$ cat src/rtl/uart_tx_arbiter.sv
// Purpose: arbitrates two byte requesters onto one UART transmitter and handshakes each byte with txrdy.
// Latency: request and txrdy high at edge N -> tx_wr and ack during cycle N+1; tx_wr pulses are at least 4 cycles apart.
// Backpressure: no grant while txrdy is low or busy; waits for txrdy to fall then rise, aborts after TO_CYCLES (macro UART_TX_ARB_RR_EN = round-robin).
module uart_tx_arbiter #(
  parameter int unsigned TO_CYCLES = 1023
) (
  input  logic       clk,
  input  logic       rst,
  input  logic       req0,
  input  logic [7:0] data0,
  output logic       ack0,
  input  logic       req1,
  input  logic [7:0] data1,
  output logic       ack1,
  input  logic       txrdy,
  output logic       tx_wr,
  output logic [7:0] tx_data,
  output logic       grant_id,
  output logic       busy,
  output logic       to_err
);

  typedef enum logic [1:0] {
    IDLE      = 2'd0,
    WRITE     = 2'd1,
    WAIT_LOW  = 2'd2,
    WAIT_RISE = 2'd3
  } state_t;

  // Counter value seen on the edge where it reaches TO_CYCLES.
  localparam logic [15:0] TO_LAST = 16'(TO_CYCLES - 1);

  state_t      state;
  logic [15:0] to_cnt;
  logic        txrdy_q;
  logic        win;
  logic        txrdy_rise;

  assign txrdy_rise = txrdy & ~txrdy_q;

  // Winner select: a lone requester always wins; contention resolved by build mode.
  always_comb begin
    win = 1'b0;
    if (!req0) begin
      win = 1'b1;
    end else if (!req1) begin
      win = 1'b0;
    end else begin
`ifdef UART_TX_ARB_RR_EN
      win = ~grant_id;
`else
      win = 1'b0;
`endif
    end
  end

  // Arbiter FSM with registered strobes, edge detect and timeout counter.
  always_ff @(posedge clk) begin
    if (rst) begin
      state    <= IDLE;
      tx_wr    <= 1'b0;
      ack0     <= 1'b0;
      ack1     <= 1'b0;
      to_err   <= 1'b0;
      busy     <= 1'b0;
      tx_data  <= 8'h00;
      grant_id <= 1'b1;
      txrdy_q  <= 1'b0;
      to_cnt   <= 16'd0;
    end else begin
      txrdy_q <= txrdy;
      tx_wr   <= 1'b0;
      ack0    <= 1'b0;
      ack1    <= 1'b0;
      to_err  <= 1'b0;
      case (state)
        IDLE: begin
          if (txrdy && (req0 || req1)) begin
            state    <= WRITE;
            tx_data  <= win ? data1 : data0;
            grant_id <= win;
            tx_wr    <= 1'b1;
            ack0     <= ~win;
            ack1     <= win;
            busy     <= 1'b1;
          end
        end
        WRITE: begin
          state  <= WAIT_LOW;
          to_cnt <= 16'd0;
        end
        WAIT_LOW, WAIT_RISE: begin
          to_cnt <= to_cnt + 16'd1;
          if (to_cnt == TO_LAST) begin
            // Timeout wins over any txrdy activity on the same edge.
            state  <= IDLE;
            busy   <= 1'b0;
            to_err <= 1'b1;
          end else if (state == WAIT_LOW) begin
            if (!txrdy) state <= WAIT_RISE;
          end else if (txrdy_rise) begin
            state <= IDLE;
            busy  <= 1'b0;
          end
        end
        default: begin
          state <= IDLE;
          busy  <= 1'b0;
        end
      endcase
    end
  end

endmodule

$ cat config.mk
export PLATFORM = sky130hd
export DESIGN_NAME = uart_tx_arbiter
export DESIGN_NICKNAME = d
export VERILOG_FILES = /design/src/rtl/uart_tx_arbiter.sv
export SDC_FILE = /design/constraint.sdc
export NUM_CORES = 1
export LEC_CHECK = 0
export BUFFER_PORTS_ARGS = -buffer_cell sky130_fd_sc_hd__buf_2
export CAP_MARGIN = 40
export CELL_PAD_IN_SITES_DETAIL_PLACEMENT = 0
export CELL_PAD_IN_SITES_GLOBAL_PLACEMENT = 1
export CORE_MARGIN = 2
export CORE_UTILIZATION = 35
export CTS_CLUSTER_SIZE = 20
export DETAILED_ROUTE_END_ITERATION = 16
export PLACE_DENSITY_LB_ADDON = 0.08
export SKIP_LAST_GASP = 1
export SLEW_MARGIN = 0
export SYNTH_ARGS = -nofsm -noshare
export SYNTH_HDL_FRONTEND = slang
export SYNTH_SLANG_ARGS = --single-unit
$ cat constraint.sdc
create_clock -name clk -period 1.6 [get_ports clk]
set_input_delay 0.32 -clock clk [delete_from_list [all_inputs] [get_ports clk]]
set_output_delay 0.32 -clock clk [all_outputs]
set_load 0.01 [all_outputs]
==> run summary <==
Status: finished, final reports clean
Max cap viols: 0
Worst slew margin: 68.7%
WHS: 0.317 ns
Worst Hold Depth: 2
Unrepaired setup endpoints after global routing: yes
Die W: 69.5 um
F_max: 659 MHz
Crit Path Class: reg -> reg
Top cells by area, synth: dfxtp_1 (44%), mux2i_1 (6.7%), nor2_1 (5.5%), a211oi_1 (4.5%), a21oi_1 (4.0%)
P per Cell Area: 916 mW/mm^2
Worst r2r dst: state[1]
Critical Path AT: 1.68 ns
# DRC: 0
Count leader, synth: dfxtp_1
Wire length per cell: 14.2 um
Proportion of power drawn by the clock network: 34.5%
Rows: 23
Top-area cell type share of the netlist area: 44.0%
Worst Hold Class: in -> reg
Die height: 69.5 um
PortBufs: 34
Worst Hold Endpoint: txrdy_q
P_sw: 445 uW
Yosys cell types: 40
P_int: 1.29 mW
Pin count of the biggest net entering global routing: 22
Reg power frac: 51.1%
Setup violators final: 0
Clock transition at path regs: 0.06 ns
VDD IR max: 0.000547 V
Total GRT Usage: 15.6%
Cells after synthesis: 165
Drt first-iter violations: 24
Syn_nets: 188
Power share of the combinational group: 14.5%
Startpoint types: flip-flop
Vias/cell: 5.22
Sw frac: 25.7%
Slew @ Worst Pin: 0.467 ns
Final ANT Viol Nets: 0
Drt pass-1 iters: 4
Ys flop type: dfxtp_1
Fin util: 46.6%
Vias in the first global route: 1268
Max-slew violation count: 0
Reg2reg path depth: 7
Detailed-placement wirelength estimate: 2.71 mm
Final Net Count: 231
Clk_lat worst skew: 0.28 ns
H-tree levels: 2
Crit path required time: 1.76 ns
Final period utilization: 94.8%
Clock buffer depth: 2
Die area: 0.00483 sq mm
Ports: 35
Post-synth top cells: dfxtp_1 (33), nor2_1 (22), a21oi_1 (12), mux2i_1 (10), nand2_1 (10)
Area of the mapped netlist: 0.00150 sq mm
Worst-path fanout max: 4
Gr ovfl total: 0
EDFF count, synth: 0
Layout cell share with drive strength beyond 1: 32.1%
Number of fill cells: 409
Ant diodes: 0
Layout Area Growth over Synthesis: 25.8%
Tmin final: 1.52 ns
Routed vias: 1351
Core footprint: 0.00406 sq mm
Cell accounting for the most synthesized area: dfxtp_1
CP Capture Type: flip-flop
Yosys warnings: 0
Clk sinks: 33
First-pass GRT wire length: 6.00 mm
Seq/Total Area, Yosys: 44.0%
Min-delay src: txrdy
WL final: 3.67 mm
Final hold viol count: 0
Yosys reg bits: 33
Asr flop ratio synth: 0%
TritonCTS Buffers: 5
CTS tree: built
Synth Area per Inst: 9.11 sq um
Clock skew: 0.00305 ns
Post-cts hold buffer count: 0
Starting density of the core: 37.0%
Worst R2R Setup Slack: 0.08 ns
Root Buffer: clkbuf_8
Reg-to-reg startpoint: to_cnt[0]
Leakage: 0.773 nW
Initial antenna violation count: 0
Final GP Congestion: 0.720
worst max-delay path by stage:
| stage | from | to | slack, ns | depth (start not counted) |
|---|---|---|---|---|
| 3_5_place_dp | to_cnt[0] | state[1] | -0.07 | 7 |
| 4_1_cts | to_cnt[1] | to_cnt[8] | 0.05 | 5 |
| 5_1_grt | to_cnt[1] | to_cnt[8] | -0.004 | 5 |
| 6_report | to_cnt[0] | state[1] | 0.08 | 7 |
| 3_3_place_gp | to_cnt[0] | state[1] | -0.08 | 7 |
| 2_1_floorplan | to_cnt[0] | to_cnt[14] | 0.12 | 6 |
power groups by stage:
stage          clock network (mW)  logic (mW)  registers, mW
2_1_floorplan                   0       0.122          0.917
3_3_place_gp                    0       0.245          0.900
3_5_place_dp                    0       0.250          0.902
4_1_cts                     0.615       0.251          0.884
5_1_grt                     0.657       0.280          0.889
6_report                    0.597       0.251          0.885
flip-flops by register name, indices dropped and copies added (netlist names):
signal	count
tx_data	8
state	2
to_err	1
grant_id	1
ack0	1
tx_wr	1
to_cnt	16
txrdy_q	1
busy	1
ack1	1
placed cells by master (no fill, tap or decap), types with 2 or more instances in the layout:
cell type  instances
a211oi_1           9
a21oi_1           12
a31o_2             2
buf_2             34
buf_4             11
clkbuf_1           3
clkbuf_8           5
dfxtp_1           31
dfxtp_2            2
inv_1              4
mux2i_1           10
nand2_1           10
nand3_1            4
nand4_1            5
nor2_1            21
nor2b_1            3
nor3_1             6
o211ai_1           4
o311ai_0           3
or3_1              2
or4_1              3
xor2_1             2
cell type report:
class	count	area [sq um]	share of cell area, %
Multi-Input combinational cell	117	793	42.0
Sequential cell	33	663	35.1
Timing Repair Buffer	46	273	14.4
Clock buffer	8	80.1	4.24
Tap cell	50	62.6	3.31
Inverter	5	18.8	0.993
worst max-delay path, cell delays in order, from the launching register on:
cell     delay, ns
dfxtp_2       0.32
buf_4         0.14
inv_2         0.04
ha_2          0.16
nor4b_4       0.19
nand4_1       0.20
nor2_2        0.23
o32ai_2       0.10
repair_timing:
| item | 4_1_cts | 5_1_grt |
|---|---|---|
| resized for setup | 2 | 7 |
| endpoints found under the setup margin | 3 | 5 |
| setup buffers | 1 | 0 |
| pin swaps | 1 | 3 |
metal layers:
layer  part of all wire (%)  GRT usage (%)  up-vias  wire, um
met3                    3.6           3.49        5       131
met5                      0              0        -         0
met2                     49           25.7       24      1800
li1                       -              -      697         -
met4                    1.2           5.88        0        45
met1                     46           19.7      625      1690
cells by family (layout without fill, tap and decap cells):
| logic type | count (synthesis) | in the layout | synth area share (%) |
|---|---|---|---|
| simple gates | 65 | 65 | 23.1 |
| compound gates | 37 | 37 | 17.5 |
| flops | 33 | 33 | 44.0 |
| buf+inv | 15 | 59 | 5.25 |
| mux | 11 | 11 | 7.41 |
| fa+ha+maj | 2 | 2 | 1.67 |
| xor+xnor | 2 | 2 | 1.17 |
through the flow:
stage / cell area, sq um / TNS, ns / std cells / power, mW / setup WS, ns
global placement: 1770 / -0.148 / 250 / 1.15 / -0.0761
detailed placement: 1770 / -0.0996 / 250 / 1.15 / -0.0651
global route: 1890 / -0.00390 / 259 / 1.83 / -0.00390
finish: 1890 / 0 / 259 / 1.73 / 0.0831
floorplan: 1500 / 0 / 165 / 1.04 / 0.117
CTS: 1870 / 0 / 259 / 1.75 / 0.0494
(Power assumes the default switching activity.)
